**config.mk**
```make
export PLATFORM = sky130hd
export DESIGN_NAME = vga_top
export DESIGN_NICKNAME = d
export VERILOG_FILES = /design/src/rtl/vga_top_if.sv /design/src/rtl/vga_top.sv
export SDC_FILE = /design/constraint.sdc
export NUM_CORES = 1
export LEC_CHECK = 0
export ABC_CLOCK_PERIOD_IN_PS = 2000
export BUFFER_PORTS_ARGS = -buffer_cell sky130_fd_sc_hd__buf_2
export CELL_PAD_IN_SITES_DETAIL_PLACEMENT = 0
export CELL_PAD_IN_SITES_GLOBAL_PLACEMENT = 1
export CORE_MARGIN = 10
export CORE_UTILIZATION = 36
export CTS_BUF_LIST = sky130_fd_sc_hd__clkbuf_4 sky130_fd_sc_hd__clkbuf_8 sky130_fd_sc_hd__clkbuf_16
export DETAILED_ROUTE_END_ITERATION = 12
export HOLD_SLACK_MARGIN = 0.15
export PLACE_DENSITY = 0.81
export SYNTH_ARGS = -nofsm -noshare
export SYNTH_HDL_FRONTEND = slang
export SYNTH_SLANG_ARGS = --single-unit
```
**constraint.sdc**
```tcl
create_clock -name clk -period 2 [get_ports clk]
set_input_delay 0.4 -clock clk [delete_from_list [all_inputs] [get_ports clk]]
set_output_delay 0.4 -clock clk [all_outputs]
set_load 0.02 [all_outputs]
```
**src/rtl/vga_top_if.sv**
```systemverilog
// Store bus bundle: one-cycle write strobe with byte address and data.
interface vga_top_if;
  logic        we;
  logic [31:0] adr;
  logic [31:0] wdata;

  modport master (output we, adr, wdata);
  modport slave  (input  we, adr, wdata);
endinterface

```
**src/rtl/vga_top.sv**
```systemverilog
// Self-starting 640x480@60 VGA subsystem: a boot sequencer stores a colour
// and a channel-enable word over the internal store bus, and the timing
// generator paints the visible area with the masked colour.
module vga_top #(
  parameter int unsigned H_VIS     = 640,
  parameter int unsigned H_FP      = 16,
  parameter int unsigned H_SYNC    = 96,
  parameter int unsigned H_BP      = 48,
  parameter int unsigned V_VIS     = 480,
  parameter int unsigned V_FP      = 10,
  parameter int unsigned V_SYNC    = 2,
  parameter int unsigned V_BP      = 33,
  parameter int unsigned PIX_DIV   = 4,
  parameter int unsigned COLOR_ADR = 96,
  parameter int unsigned MODE_ADR  = 100
) (
  input  logic        clk,
  input  logic        reset,
  output logic        MemWrite,
  output logic [31:0] DataAdr,
  output logic [31:0] WriteData,
  output logic [3:0]  VGA_R,
  output logic [3:0]  VGA_G,
  output logic [3:0]  VGA_B,
  output logic        VGA_HS_O,
  output logic        VGA_VS_O
);

  localparam int unsigned H_TOT = H_VIS + H_FP + H_SYNC + H_BP;
  localparam int unsigned V_TOT = V_VIS + V_FP + V_SYNC + V_BP;
  localparam int unsigned HW    = $clog2(H_TOT);
  localparam int unsigned VW    = $clog2(V_TOT);
  localparam int unsigned DW    = (PIX_DIV > 1) ? $clog2(PIX_DIV) : 1;

  localparam logic [HW-1:0] H_LAST    = HW'(H_TOT - 1);
  localparam logic [VW-1:0] V_LAST    = VW'(V_TOT - 1);
  localparam logic [HW-1:0] H_VIS_C   = HW'(H_VIS);
  localparam logic [VW-1:0] V_VIS_C   = VW'(V_VIS);
  localparam logic [HW-1:0] HS_START  = HW'(H_VIS + H_FP);
  localparam logic [HW-1:0] HS_END    = HW'(H_VIS + H_FP + H_SYNC);
  localparam logic [VW-1:0] VS_START  = VW'(V_VIS + V_FP);
  localparam logic [VW-1:0] VS_END    = VW'(V_VIS + V_FP + V_SYNC);
  localparam logic [DW-1:0] DIV_LAST  = DW'(PIX_DIV - 1);

  typedef enum logic [1:0] {BOOT, W_COLOR, W_MODE, DONE} boot_state_t;

  vga_top_if bus ();

  boot_state_t     state_q;
  logic            we_q;
  logic [31:0]     adr_q;
  logic [31:0]     wdata_q;
  logic [11:0]     color_q;
  logic [2:0]      mode_q;
  logic [DW-1:0]   div_q, div_d;
  logic [HW-1:0]   hcnt_q, hcnt_d;
  logic [VW-1:0]   vcnt_q, vcnt_d;
  logic            pix_en;
  logic            visible, hs_act, vs_act;
  logic [3:0]      r_q, g_q, b_q;
  logic            hs_q, vs_q;
  logic            unused_wdata;

  assign bus.we    = we_q;
  assign bus.adr   = adr_q;
  assign bus.wdata = wdata_q;

  assign MemWrite  = we_q;
  assign DataAdr   = adr_q;
  assign WriteData = wdata_q;

  assign unused_wdata = ^bus.wdata[31:12];

  // Boot sequencer: bus outputs are registered with the state they belong to.
  always_ff @(posedge clk or negedge reset) begin
    if (!reset) begin
      state_q <= BOOT;
      we_q    <= 1'b0;
      adr_q   <= '0;
      wdata_q <= '0;
    end else begin
      case (state_q)
        BOOT: begin
          state_q <= W_COLOR;
          we_q    <= 1'b1;
          adr_q   <= 32'(COLOR_ADR);
          wdata_q <= 32'h0000_0FFF;
        end
        W_COLOR: begin
          state_q <= W_MODE;
          we_q    <= 1'b1;
          adr_q   <= 32'(MODE_ADR);
          wdata_q <= 32'h0000_0007;
        end
        default: begin
          state_q <= DONE;
          we_q    <= 1'b0;
          adr_q   <= '0;
          wdata_q <= '0;
        end
      endcase
    end
  end

  // Colour and channel-enable registers decoded from the store bus.
  always_ff @(posedge clk or negedge reset) begin
    if (!reset) begin
      color_q <= '0;
      mode_q  <= '0;
    end else if (bus.we) begin
      if (bus.adr == 32'(COLOR_ADR)) begin
        color_q <= bus.wdata[11:0];
      end else if (bus.adr == 32'(MODE_ADR)) begin
        mode_q <= bus.wdata[2:0];
      end
    end
  end

  // Pixel divider and raster counters next-state.
  always_comb begin
    pix_en = (div_q == DIV_LAST);
    div_d  = pix_en ? '0 : div_q + 1'b1;
    hcnt_d = hcnt_q;
    vcnt_d = vcnt_q;
    if (pix_en) begin
      if (hcnt_q == H_LAST) begin
        hcnt_d = '0;
        vcnt_d = (vcnt_q == V_LAST) ? '0 : vcnt_q + 1'b1;
      end else begin
        hcnt_d = hcnt_q + 1'b1;
      end
    end
  end

  // Counter state registers.
  always_ff @(posedge clk or negedge reset) begin
    if (!reset) begin
      div_q  <= '0;
      hcnt_q <= '0;
      vcnt_q <= '0;
    end else begin
      div_q  <= div_d;
      hcnt_q <= hcnt_d;
      vcnt_q <= vcnt_d;
    end
  end

  // Region decode from the current counter values.
  always_comb begin
    visible = (hcnt_q < H_VIS_C) && (vcnt_q < V_VIS_C);
    hs_act  = (hcnt_q >= HS_START) && (hcnt_q < HS_END);
    vs_act  = (vcnt_q >= VS_START) && (vcnt_q < VS_END);
  end

  // Registered video and sync outputs, one clock behind the counters.
  always_ff @(posedge clk or negedge reset) begin
    if (!reset) begin
      r_q  <= '0;
      g_q  <= '0;
      b_q  <= '0;
      hs_q <= 1'b1;
      vs_q <= 1'b1;
    end else begin
      r_q  <= (visible && mode_q[2]) ? color_q[11:8] : 4'h0;
      g_q  <= (visible && mode_q[1]) ? color_q[7:4]  : 4'h0;
      b_q  <= (visible && mode_q[0]) ? color_q[3:0]  : 4'h0;
      hs_q <= ~hs_act;
      vs_q <= ~vs_act;
    end
  end

  assign VGA_R    = r_q;
  assign VGA_G    = g_q;
  assign VGA_B    = b_q;
  assign VGA_HS_O = hs_q;
  assign VGA_VS_O = vs_q;

endmodule

```
### After elaboration in Yosys (flattened, before gate mapping)

Index checks and enable logic that the tools add are counted.
Widths: inputs -> output; s select.

| operators by class | value |
|---|---|
| reduce and logical (&&, ||, !) cells | 11 |
| bitwise logic cells | 3 |
| order comparisons | 6 |
| eq/ne operators | 6 |
| add/subtract/negate cells | 3 |
| mux-type cells | 10 |

Operators with widths:

| operator | count |
|---|---|
| $eq 32x7->1 const B | 2 |
| $pmux 12 s2 | 1 |
| $add 10x1->10 const B | 2 |
| $eq 10x10->1 const B | 2 |
| $lt 10x10->1 const B | 2 |
| $lt 10x9->1 const B | 2 |
| $mux 10 | 2 |
| $pmux 7 s2 | 1 |
| $mux 4 | 3 |
| $ge 10x10->1 const B | 1 |
| $ge 10x9->1 const B | 1 |
| $logic_and 1x1->1 | 6 |
| $pmux 2 s2 | 1 |
| $reduce_and 2->1 | 2 |
| $not 1->1 | 3 |
| $reduce_and 3->1 | 1 |
| $add 2x1->2 const B | 1 |
| $eq 2x1->1 const B | 1 |
| $eq 2x2->1 const B | 1 |
| $logic_not 2->1 | 1 |
| $mux 2 | 1 |
| $reduce_or 2->1 | 1 |
| $mux 1 | 1 |

| storage, ports and cells | value |
|---|---|
| bits in registers | 118 |
| output and inout bits | 79 |
| bits of input ports | 2 |

### Depth between registers and ports, before layout

Gate-level depths: netlist of the first run.

| depth | value |
|---|---|
| depth after elaboration | 4 |
| gate-level depth with buffers | 8 |
| mapped depth without buffers | 6 |

### Least setup slack after synthesis of the first run

Ideal clock, no wire load.

| timing path | value |
|---|---|
| path type | reg-to-reg |
| start | reg div_q[0] |
| end | reg vcnt_q[4] |
| data required time | 1.875 ns |
| cell stages (with the launch flop) | 8 |
| period minus slack after synthesis | 1.661 ns |
| setup slack | 0.339 ns |
| library setup time | 0.125 ns |
| data arrival time | 1.536 ns |
| buffers on the path | 2 |
| cells stage by stage | dfrtp_1 ha_1 buf_4 and4_4 and3_1 buf_6 nand3_2 mux2_4 |

| between the ends | value |
|---|---|
| cells in the longest elaborated chain, start to end | 2 |

RTL lines:

| item | RTL line | RTL |
|---|---|---|
| start, declared | vga_top.sv:55 | `logic [DW-1:0] div_q, div_d;` |
| start signal, assigned | vga_top.sv:142 | `div_q <= div_d;` |
| $eq 2x2->1 | vga_top.sv:121 | `pix_en = (div_q == DIV_LAST);` |
| $reduce_and 2->1 (no line) | - |  |
| end signal, assigned | vga_top.sv:144 | `vcnt_q <= vcnt_d;` |
| end, declared | vga_top.sv:57 | `logic [VW-1:0] vcnt_q, vcnt_d;` |

No other way between the ends.
A chain may end at the register's enable or synchronous reset.

### Worst setup path in the final report of the first run

| timing path | value |
|---|---|
| start | reg hcnt_q[1] |
| end | reg vcnt_q[4] |

| between the ends | value |
|---|---|
| cells in the longest elaborated chain, start to end | 2 |

RTL lines:

| item | RTL line | RTL |
|---|---|---|
| start, declared | vga_top.sv:56 | `logic [HW-1:0] hcnt_q, hcnt_d;` |
| start signal, assigned | vga_top.sv:143 | `hcnt_q <= hcnt_d;` |
| $eq 10x10->1 | vga_top.sv:126 | `if (hcnt_q == H_LAST) begin` |
| $reduce_and 2->1 (no line) | - |  |

No other way between the ends.

==> run summary, run 1 <==
• finished clean — run status
• 2 — largest buffer count on any clock path
• 1.88 ns — data arrival at the endpoint of the critical path
• 0 — EDFF count, synth
• 2.19% — multiplexer share of the synthesized area
• 0.00622 ns — largest clock skew in the final design
• 0 — DRC violations left
• 0.729 ns — actual slew at the worst max-slew pin
• 66 — Starting DRT DRC Count
• 2.18 ns — WP data required
• 9.80 sq um — average cell area after synthesis
• reg -> reg — worst setup path category
• 12.0 um — routed length per instance
• register — type of destination of the critical path
• 2090 sq um — fin area
• 5980 um — global-route wire length before repair
• 85.2% — Period Utilization, post-route
• 0 — Yosys warnings
• 0.29 ns — clock latency on the worst-skew pair
• 40.3% — part of the Yosys area used for sequential elements
• 96.7 um — Die Y
• vcnt_q[4] — capturing element of the worst setup path
• 4.14 — Via density
• -1.18% — Layout Area Growth over Synthesis
• 0 — final setup fails
• 9340 sq um — Die Outline Area
• 35 — pin count of the biggest net entering global routing
• 1,233 — via count of the first global-routing pass
• 2850 um — DP HPWL
• 0.777 — routability cong.
• 0 — count of instances resized after the clock tree is built
• 100% — FFs w/ async S/R, synth
• 678 nW/um^2 — Power Density
• 2 — H-tree depth reported by CTS
• 5 — path depth of the worst reg2reg path
• vcnt_q[4] — Worst R2R End
• 1.06 nW — Leakage Power
• sky130_fd_sc_hd__dfrtp_1 — CP max-delay cell
• 4.55% — Post-Synth XOR/XNOR Area
• 37.7% — initial standard-cell utilization of the core
• 0 — antenna diode instance count
• 4 — Detailed Routing Iterations Pass 1
• yes — CTS tree
• 0.30 ns — setup slack of the worst register-to-register path
• 235 — Net count, final
• 0 — max_cap viols
• 5610 sq um — area inside the core boundary
• 0.587 GHz — maximum operating frequency
• 1980 sq um — Placed Area
• 0.07 ns — clock edge transition at the registers on the reported setup and hold paths
• 0.322 mV — peak supply drop
• hcnt_q[1] — Crit Reg-Reg Startpoint
• 51.4% — worst rel slew slack
• hcnt_q[1] — Critical Path Start
• 2.96% — post-synthesis share of cell area spent on full adders, half adders and majority gates
• 0 — Setup Buffers After CTS
• 0 ns — Total Negative Setup Slacks
• 0 — number of hold violations in the final report
• ha_1 > nor2b_1 > and3_1 > nand3_2 > mux2_4 — worst path cell trace
• 31 — Port Buffer Count
• no — setup repair after global routing missed its margin
• sky130_fd_sc_hd__clkbuf_8 — master cell of the clock root buffer
• buffers and inverters — combinational family with the most area after synthesis
• 2120 sq um — cell area after technology mapping
• 1.42 mW — PnR Total Power
• 216 — post-synthesis instance total
• 1,245 — vias after detailed routing
• 34 — flop and latch count out of synthesis
• 5 — cts bufs inserted
• in -> async — path class of the lowest-slack min-delay path
• 0 — final slew viol count
• register — crit path launch type
• 7.59% — GRT Total Usage
• 0 — number of buffers added to fix hold violations after cts
• 1.70 ns — min Tclk post-route
• 0.40 ns — Largest stage delay, worst path
• 81 — I/O pin cnt
• 27 — number of rows created at floorplan
• 96.7 um — Die Width
• 4.08% — compound-gate portion of the synthesized area
• 34 — Sink Count
• 583 — filler cell count in the final layout
• 3600 um — final wirelength
• 7 — largest fanout on the critical path
• 21.8% — share of cells above drive strength 1
• 16.4% — post-synthesis share of cell area spent on and, or, nand and nor gates
• 0 — ANT nets after route
• 35 — count of distinct cell types in the synthesized netlist
• 0 — initial antenna violation count
• sky130_fd_sc_hd__dfrtp_1 — most frequently used flop master after synthesis
• 0 — total congestion overflow
• 37.3% — Post-Route Utilization
==> report_power, final <==
| group | internal, mW | switching [mW] |
|---|---|---|
| clock | 0.370 | 0.262 |
| combinational | 0.000702 | 0.0966 |
| sequential | 0.687 | 0 |
| total | 1.06 | 0.359 |
==> cells in the final DEF (no fill, tap or decap), types with 2 or more instances in the layout <==
cell type,Yosys,layout
sky130_fd_sc_hd__a31oi_1,3,3
sky130_fd_sc_hd__a41oi_1,2,2
sky130_fd_sc_hd__and2_1,3,3
sky130_fd_sc_hd__and3_1,4,4
sky130_fd_sc_hd__and4_1,2,2
sky130_fd_sc_hd__buf_2,1,31
sky130_fd_sc_hd__buf_4,73,3
sky130_fd_sc_hd__clkbuf_8,0,5
sky130_fd_sc_hd__clkinvlp_4,0,2
sky130_fd_sc_hd__conb_1,1,49
sky130_fd_sc_hd__dfrtp_1,32,32
sky130_fd_sc_hd__dfstp_2,2,2
sky130_fd_sc_hd__ha_1,5,5
sky130_fd_sc_hd__inv_1,9,9
sky130_fd_sc_hd__mux2i_1,2,2
sky130_fd_sc_hd__nand2_1,11,11
sky130_fd_sc_hd__nand3_1,10,10
sky130_fd_sc_hd__nand4_1,6,6
sky130_fd_sc_hd__nand4b_1,2,2
sky130_fd_sc_hd__nor2_1,9,9
sky130_fd_sc_hd__nor2b_1,4,4
sky130_fd_sc_hd__nor3_1,2,2
sky130_fd_sc_hd__nor4b_1,2,2
sky130_fd_sc_hd__o21ai_0,6,6
sky130_fd_sc_hd__or2_2,2,2
sky130_fd_sc_hd__xnor2_1,8,8
sky130_fd_sc_hd__xor2_1,3,3
==> critical path, delay by kind of cell (launching register included) <==
family | cells | cell delay (ns)
adders and majority gates | 1 | 0.25
DFF | 1 | 0.40
muxes | 1 | 0.30
and+or+nand+nor | 3 | 0.63
==> layer usage <==
| metal | up-vias | routed length (um) | track usage (%) |
|---|---|---|---|
| met5 | - | 0 | 0 |
| met4 | 0 | 65 | 4.06 |
| met3 | 7 | 394 | 4.12 |
| met2 | 50 | 1640 | 11.9 |
| met1 | 573 | 1500 | 7.99 |
| li1 | 615 | - | - |
==> cells in the mapped netlist, drive strengths merged, types with 2 or more instances <==
| master | number | share of area (%) |
|---|---|---|
| and2 | 3 | 0.89 |
| and3 | 4 | 1.2 |
| nor2 | 9 | 1.6 |
| ha | 5 | 3.0 |
| nor4b | 2 | 0.83 |
| xor2 | 3 | 1.2 |
| dfrtp | 32 | 38 |
| xnor2 | 8 | 3.3 |
| mux2i | 2 | 0.95 |
| buf | 77 | 28 |
| mux2 | 2 | 1.2 |
| nor2b | 4 | 1.2 |
| a41oi | 2 | 0.83 |
| nand4b | 2 | 0.83 |
| nand2 | 11 | 2.0 |
| o21ai | 6 | 1.4 |
| nand4 | 6 | 1.8 |
| nor3 | 2 | 0.47 |
| a31oi | 3 | 0.89 |
| and4 | 3 | 1.4 |
| or2 | 2 | 0.59 |
| inv | 9 | 1.6 |
| dfstp | 2 | 2.5 |
| nand3 | 11 | 2.8 |
==> layout make-up <==
| type | count | area [sq um] | area share [%] |
|---|---|---|---|
| clock buffers | 5 | 68.8 | 3.29 |
| well taps | 72 | 90.1 | 4.31 |
| clock inverters | 3 | 45.0 | 2.15 |
| repair buffers | 34 | 178 | 8.50 |
| flip-flops and latches | 34 | 853 | 40.8 |
| multi-input cells | 144 | 822 | 39.3 |
| inverters | 9 | 33.8 | 1.62 |
==> registers in the layout, summed over array words and instances, names as in the netlist <==
register	count
state_q	2
WriteData	2
VGA_G	1
color_q	2
hcnt_q	10
mode_q	1
VGA_HS_O	1
VGA_VS_O	1
VGA_B	1
DataAdr	1
vcnt_q	10
div_q	2
==> through the flow <==
| stage | hold slack (ns) | setup slack (ns) | std cells |
|---|---|---|---|
| 5_1_grt | 0.238 | 0.184 | 301 |
| 4_1_cts | 0.199 | 0.315 | 301 |
| 3_5_place_dp | 0.427 | 0.322 | 293 |
| 6_report | 0.160 | 0.295 | 301 |
| 3_3_place_gp | 0.413 | 0.361 | 293 |
| 2_1_floorplan | 0.104 | 0.339 | 264 |
==> how the worst min path moves through the flow <==
stage                     startpoint      endpoint  cells after the start
final                          reset     vcnt_q[8]                      1
after detailed placement  state_q[1]  WriteData[2]                      1
after floorplan                reset    DataAdr[2]                      0
after global routing           reset      VGA_G[2]                      1
after global placement      div_q[0]      div_q[0]                      1
after CTS                      reset     vcnt_q[8]                      1
==> logic make-up after synthesis <==
family | after synthesis
compound gates | 14
xor+xnor | 11
fa+ha+maj | 5
buf+inv | 86
flops | 34
mux | 4
other cells | 1
simple gates | 61
Note: power is estimated with default switching activity, not from simulation.
==> inputs of run 2 (changes only) <==
ABC_AREA = 1   (was unset)
CORE_UTILIZATION = 35   (was 36)
SLEW_MARGIN = 20   (was unset)
==> run summary, run 2 <==
• finished clean — run status, unchanged
• 0 — number of hold violations in the final report, unchanged
• 100 um — Die Width, was 96.7 um
• register — type of destination of the critical path, unchanged
• 0.29 ns — clock latency on the worst-skew pair, about the same
• 2.19 ns — WP data required, was 2.18 ns
• 34 — Sink Count, unchanged
• 8.02% — GRT Total Usage, was 7.59%
• 25.3% — fraction of power spent switching nets, about the same
• 0 — Yosys warnings, unchanged
• no — setup repair after global routing missed its margin, unchanged
• 81 — I/O pin cnt, unchanged
• register — crit path launch type, unchanged
• 20.0% — share of cells above drive strength 1, was 21.8%
• 100% — FFs w/ async S/R, synth, unchanged
• 0.744 ns — actual slew at the worst max-slew pin, was 0.729 ns
• 0 — final setup fails, unchanged
• 0.777 — routability cong., about the same
• 38 — Starting DRT DRC Count, was 66
• 8 — path depth of the worst reg2reg path, was 5
• 5 — cts bufs inserted, unchanged
• 6.9% — part of the power in combinational logic, about the same
• 0 — count of instances resized after the clock tree is built, unchanged
• 6690 um — global-route wire length before repair, was 5980 um
• 359 uW — switching power, about the same
• -0.502% — Layout Area Growth over Synthesis, was -1.18%
• sky130_fd_sc_hd__clkbuf_8 — master cell of the clock root buffer, unchanged
• 10,000 sq um — Die Outline Area, was 9340 sq um
• 359 — instance count after placement with tap cells included, was 293
• yes — CTS tree, unchanged
• 1.16 nW — Leakage Power, was 1.06 nW
• 0.00985 ns — largest clock skew in the final design, was 0.00622 ns
• 5.92% — compound-gate portion of the synthesized area, was 4.08%
• hcnt_q x10, vcnt_q x10 — top flop regs, unchanged
• in -> async — path class of the lowest-slack min-delay path, unchanged
• 277 — post-synthesis instance total, was 216
• 0 — initial antenna violation count, unchanged
• 0 — antenna diode instance count, unchanged
• 20.9% — post-synthesis share of cell area spent on and, or, nand and nor gates, was 16.4%
• 0.59 ns — setup slack of the worst register-to-register path, was 0.30 ns
• sky130_fd_sc_hd__buf_4 — most instantiated library cell after synthesis, unchanged
• 0 — total congestion overflow, unchanged
• 2 — H-tree depth reported by CTS, unchanged
• 2 — largest buffer count on any clock path, unchanged
• 50.4% — worst rel slew slack, was 51.4%
• 35 — pin count of the biggest net entering global routing, unchanged
• 2240 sq um — cell area after technology mapping, was 2120 sq um
• 635 nW/um^2 — Power Density, was 678 nW/um^2
• sky130_fd_sc_hd__dfrtp_1, sky130_fd_sc_hd__buf_4, sky130_fd_sc_hd__nand2_1 — cell types with the largest area share after synthesis, was sky130_fd_sc_hd__dfrtp_1, sky130_fd_sc_hd__buf_4, sky130_fd_sc_hd__xnor2_1
• 6280 sq um — area inside the core boundary, was 5610 sq um
• div_q[0] — Crit Reg-Reg Startpoint, was hcnt_q[1]
• 70.3% — Period Utilization, post-route, was 85.2%
• 4.02 — Via density, was 4.14
• 4 — Detailed Routing Iterations Pass 1, unchanged
• 1.60 ns — data arrival at the endpoint of the critical path, was 1.88 ns
• 0.711 GHz — maximum operating frequency, was 0.587 GHz
• 8.09 sq um — average cell area after synthesis, was 9.80 sq um
• 0 — final slew viol count, unchanged
• 436 um — DR WL met3, was 394 um
• 27 — count of distinct cell types in the synthesized netlist, was 35
• 35.7% — initial standard-cell utilization of the core, was 37.7%
• 1920 um — total met2 wirelength after detailed routing, was 1640 um
• buffers and inverters — combinational family with the most area after synthesis, unchanged
• 35.7% — Synth top area share, was 37.8%
• 34 — flop and latch count out of synthesis, unchanged
• 1,475 — vias after detailed routing, was 1,245
• 1.41 ns — min Tclk post-route, was 1.70 ns
• 10.8 um — routed length per instance, was 12.0 um
• 296 — Net count, final, was 235
• 3140 um — DP HPWL, was 2850 um
• 1,462 — via count of the first global-routing pass, was 1,233
• 0 — number of buffers added to fix hold violations after cts, unchanged
• sky130_fd_sc_hd__dfrtp_1 — Synth area leader, unchanged
• 0.08 ns — clock edge transition at the registers on the reported setup and hold paths, was 0.07 ns
• 0 — Setup Buffers After CTS, unchanged
• 0 — ANT nets after route, unchanged
• reg -> reg — worst setup path category, unchanged
• 44.6% — clock power share, about the same
• sky130_fd_sc_hd__conb_1 — commonest non-fill, non-tap cell in the layout, unchanged
• hcnt_q[7] — Worst R2R End, was vcnt_q[4]
• 367 — fin cells, was 301
• sky130_fd_sc_hd__buf_4, sky130_fd_sc_hd__nand2_1, sky130_fd_sc_hd__inv_1, sky130_fd_sc_hd__dfrtp_1, sky130_fd_sc_hd__nor2_1 — commonest cells in the synthesized netlist, was sky130_fd_sc_hd__buf_4, sky130_fd_sc_hd__dfrtp_1, sky130_fd_sc_hd__nand2_1, sky130_fd_sc_hd__nand3_1
• 0 — DRC violations left, unchanged
• met3 — top routing layer in use, was met4
• sky130_fd_sc_hd__conb_1, sky130_fd_sc_hd__nand2_1, sky130_fd_sc_hd__inv_1 — commonest cells after routing, fill and taps aside, was sky130_fd_sc_hd__conb_1, sky130_fd_sc_hd__dfrtp_1, sky130_fd_sc_hd__buf_2
• 100 um — Die Y, was 96.7 um
• sky130_fd_sc_hd__dfrtp_1 — most frequently used flop master after synthesis, unchanged
• 29 — number of rows created at floorplan, was 27
• 9 — largest fanout on the critical path, was 7
• 3960 um — final wirelength, was 3600 um
• 1.17% — Post-Synth XOR/XNOR Area, was 4.55%
• 2.79% — post-synthesis share of cell area spent on full adders, half adders and majority gates, was 2.96%
• 0% — multiplexer share of the synthesized area, was 2.19%
• 0.299 mV — peak supply drop, was 0.322 mV
• 38.1% — part of the Yosys area used for sequential elements, was 40.3%
• 31 — Port Buffer Count, unchanged
• 0 — EDFF count, synth, unchanged
• 0 ns — Total Negative Setup Slacks, unchanged
• 0 — max_cap viols, unchanged
• 48.5% — sequential fraction of design power, about the same
• 1600 um — sum of routed wire segments on met1, was 1500 um
• 1.06 mW — Internal Power, unchanged
## run 2: cell types whose count changed after synthesis, moves of 3 or more
cell                      before  now
sky130_fd_sc_hd__nor2b_1       4    0
sky130_fd_sc_hd__nand2_2       0    4
sky130_fd_sc_hd__a31oi_1       3    0
sky130_fd_sc_hd__nor3_1        2    6
sky130_fd_sc_hd__nor2_1        9   25
sky130_fd_sc_hd__inv_1         9   35
sky130_fd_sc_hd__and3_1        4    0
sky130_fd_sc_hd__nand3_1      10   20
sky130_fd_sc_hd__xnor2_1       8    2
sky130_fd_sc_hd__nand2_1      11   39
sky130_fd_sc_hd__and2_1        3    0
sky130_fd_sc_hd__o21ai_2       0    7
## run 2: worst max path at each step
stage / from / endpoint / slack (ns) / depth (start not counted)
final: div_q[0] / hcnt_q[7] / 0.59 / 8
after global routing: div_q[0] / hcnt_q[8] / 0.39 / 7
after CTS: div_q[0] / hcnt_q[7] / 0.58 / 8
after detailed placement: div_q[0] / hcnt_q[7] / 0.58 / 8
after global placement: div_q[0] / hcnt_q[8] / 0.59 / 7
after floorplan: hcnt_q[0] / vcnt_q[5] / 0.71 / 7
## run 2: final cells by class
cell class / instances / area [sq um]
clock buffer: 5 / 68.8
clock inverter: 3 / 45.0
fill: 660 / 4050
inverter: 35 / 131
sequential: 34 / 853
tap: 77 / 96.3
timing repair buffer: 32 / 163
multi-input combinational: 181 / 873
## run 2: kinds of logic after synthesis
kind of cell | Yosys count
AOI/OAI and AO/OA | 20
xor gates and xnor gates | 3
adders and majority gates | 5
buffers and inverters | 110
DFF | 34
other | 1
and+or+nand+nor | 104
## run 2: metrics by stage
stage / instance area, sq um / hold WS, ns / utilization [%] / setup WS (ns) / power (mW)
4_1_cts: 2230 / 0.201 / 35.5 / 0.580 / 1.44
3_3_place_gp: 2120 / 0.412 / 33.7 / 0.588 / 0.795
2_1_floorplan: 2420 / 0.104 / - / 0.707 / 0.854
5_1_grt: 2230 / 0.238 / 35.5 / 0.388 / 1.49
3_5_place_dp: 2120 / 0.423 / 33.7 / 0.583 / 0.795
6_report: 2230 / 0.173 / 35.5 / 0.594 / 1.42
## run 2: power by group through the flow
stage	sequential (mW)	clock (mW)	combinational (mW)
finish	0.687	0.632	0.0975
global route	0.687	0.690	0.108
global placement	0.700	0	0.0942
detailed placement	0.700	0	0.0942
CTS	0.687	0.656	0.0942
floorplan	0.701	0	0.153
## run 2: critical path, cell delays in order, from the launching register on
cell and delay [ns]:
sky130_fd_sc_hd__dfrtp_1 0.35, sky130_fd_sc_hd__ha_1 0.31, sky130_fd_sc_hd__inv_1 0.13, sky130_fd_sc_hd__nor2_1 0.14, sky130_fd_sc_hd__nand3_1 0.12, sky130_fd_sc_hd__nor2_1 0.11
sky130_fd_sc_hd__nand2_1 0.05, sky130_fd_sc_hd__nand2_1 0.06, sky130_fd_sc_hd__inv_1 0.03
## run 2: layer usage
layer	global-route usage, %	up-vias
li1	-	758
met1	8.12	664
met2	13.6	53
met3	4.67	0
met4	2.61	0
met5	0	-
==> inputs of run 3 (changes only) <==
ABC_CLOCK_PERIOD_IN_PS = 1400   (was 2000)
clock period = 1.4 ns   (was 2 ns; I/O delays follow)
==> run summary, run 3 (synthesis results as in run 2) <==
• 0 — antenna diode instance count, unchanged
• 8.23% — GRT Total Usage, was 8.02%
• 0.38 ns — Largest stage delay, worst path, was 0.35 ns
• sky130_fd_sc_hd__dfrtp_1 — CP max-delay cell, unchanged
• 0.28 ns — clock latency on the worst-skew pair, was 0.29 ns
• 4.07 — Via density, was 4.02
• 0 — final setup fails, unchanged
• finished clean — run status, unchanged
• reg -> reg — path class of the lowest-slack min-delay path, was in -> async
• 34 — Sink Count, unchanged
• 376 — fin cells, was 367
• 1,531 — vias after detailed routing, was 1,475
• 29 — number of rows created at floorplan, unchanged
• 4.63% — Layout Area Growth over Synthesis, was -0.502%
• 0 — max_cap viols, unchanged
• 35 — pin count of the biggest net entering global routing, unchanged
• 100 um — Die Y, unchanged
• 1.29 ns — min Tclk post-route, was 1.41 ns
• 0 — number of hold violations in the final report, unchanged
• sky130_fd_sc_hd__conb_1, sky130_fd_sc_hd__nand2_1, sky130_fd_sc_hd__dfrtp_1, sky130_fd_sc_hd__inv_1, sky130_fd_sc_hd__buf_2 — commonest cells after routing, fill and taps aside, was sky130_fd_sc_hd__conb_1, sky130_fd_sc_hd__nand2_1, sky130_fd_sc_hd__inv_1
• 0 — final slew viol count, unchanged
• 1,493 — via count of the first global-routing pass, was 1,462
• sky130_fd_sc_hd__clkbuf_8 — master cell of the clock root buffer, unchanged
• 4040 um — final wirelength, was 3960 um
• 1.49 ns — data arrival at the endpoint of the critical path, was 1.60 ns
• 0 — ANT nets after route, unchanged
• 860 nW/um^2 — Power Density, was 635 nW/um^2
• 2.02 mW — PnR Total Power, was 1.42 mW
• 5 — cts bufs inserted, unchanged
• 0.826 — routability cong., was 0.777
• reg -> reg — worst setup path category, unchanged
• register — type of destination of the critical path, unchanged
• 3180 um — DP HPWL, was 3140 um
• 37.4% — Post-Route Utilization, was 35.5%
• 665 — filler cell count in the final layout, was 660
• 24.7% — share of cells above drive strength 1, was 20.0%
• 10,000 sq um — Die Outline Area, unchanged
• 6280 sq um — area inside the core boundary, unchanged
• register — crit path launch type, unchanged
• 0.07 ns — clock edge transition at the registers on the reported setup and hold paths, was 0.08 ns
• 0.774 GHz — maximum operating frequency, was 0.711 GHz
• 0 — initial antenna violation count, unchanged
• 98 — Starting DRT DRC Count, was 38
• yes — CTS tree, unchanged
• 100 um — Die Width, unchanged
• 2 — H-tree depth reported by CTS, unchanged
• flip-flops — dominant delay contributor by cell family on the critical path, was simple AND/OR/NAND/NOR gates
• sky130_fd_sc_hd__conb_1 — commonest non-fill, non-tap cell in the layout, unchanged
• 1.60 ns — WP data required, was 2.19 ns
• 5 — largest fanout on the critical path, was 9
• 31 — Port Buffer Count, unchanged
• 6940 um — global-route wire length before repair, was 6690 um
• 365 — instance count after placement with tap cells included, was 359
• 305 — Net count, final, was 296
• 0 — DRC violations left, unchanged
• 2 — sum of buffers and inverters on the critical path, unchanged
• 0.00802 ns — largest clock skew in the final design, was 0.00985 ns
• 10.7 um — routed length per instance, was 10.8 um
• 0 — total congestion overflow, unchanged
• 2 — largest buffer count on any clock path, unchanged
• ha_2 > inv_2 > nor2_4 > nand4_1 > inv_2 > nand3_2 > o21ai_0 — worst path cell trace, was ha_1 > inv_1 > nor2_1 > nand3_1 > nor2_1 > nand2_1 > nand2_1 > inv_1
• sky130_fd_sc_hd__inv_2 — most frequent CP cell
• 0.418 mV — peak supply drop, was 0.299 mV
• 35.7% — initial standard-cell utilization of the core, unchanged
• hcnt_q x10, vcnt_q x10 — top flop regs, unchanged
• 4 — Detailed Routing Iterations Pass 1, unchanged
• 92.2% — Period Utilization, post-route, was 70.3%
• 1.21 nW — Leakage Power, was 1.16 nW
• 81 — I/O pin cnt, unchanged
run 3: area by class of cell:
class                      count  area [sq um]  area share (%)
clock buffer                   5          68.8            2.93
timing repair buffer          41           245            10.5
sequential                    34           853            36.4
inverter                      35           131            5.60
tap                           77          96.3            4.11
multi-input combinational    181           906            38.6
clock inverter                 3          45.0            1.92
run 3: metrics by stage:
step                      setup TNS, ns  hold slack, ns  setup slack, ns  cell area (sq um)
after floorplan                       0         -0.0156            0.107               2420
after CTS                             0           0.430         0.000894               2300
after global routing            -0.0242           0.478          -0.0141               2350
final                                 0           0.441            0.109               2350
after global placement                0           0.336           0.0446               2170
after detailed placement              0           0.340           0.0149               2170
run 3: final timing paths:
check | startpoint | end | slack, ns | depth (start not counted)
max in group asynchronous | reset | VGA_VS_O | 0.51 | 3
min | state_q[0] | WriteData[10] | 0.44 | 1
min in group asynchronous | reset | hcnt_q[0] | 0.55 | 3
max reg2reg | hcnt_q[0] | vcnt_q[1] | 0.11 | 7
min reg2reg | state_q[0] | WriteData[10] | 0.44 | 1
max | hcnt_q[0] | vcnt_q[1] | 0.11 | 7
run 3: power breakdown:
part	internal, mW	switching [mW]
clock	0.529	0.363
combinational	0.00463	0.139
sequential	0.982	0
run 3: worst reg2reg max path: stages, from the launching register on:
cell and delay, ns:
sky130_fd_sc_hd__dfrtp_1 0.38, sky130_fd_sc_hd__ha_2 0.19, sky130_fd_sc_hd__inv_2 0.05, sky130_fd_sc_hd__nor2_4 0.10, sky130_fd_sc_hd__nand4_1 0.19, sky130_fd_sc_hd__inv_2 0.17, sky130_fd_sc_hd__nand3_2 0.07, sky130_fd_sc_hd__o21ai_0 0.07
run 3: what timing repair did:
item,CTS,global route
buffers inserted,0,2
setup endpoints to repair,2,12
gates resized for setup,1,10
pin swaps,0,4
endpoints found under the hold margin,32,0
hold buffers,1,0
run 3: routing by layer:
metal | routed length [um] | share of wire, % | track usage (%) | vias to the layer above
met5 | 0 | 0 | 0 | -
met4 | 24 | 0.59 | 3.26 | 0
met3 | 418 | 10 | 3.98 | 3
met2 | 1970 | 49 | 13.5 | 54
met1 | 1630 | 40 | 8.94 | 695
li1 | - | - | - | 779
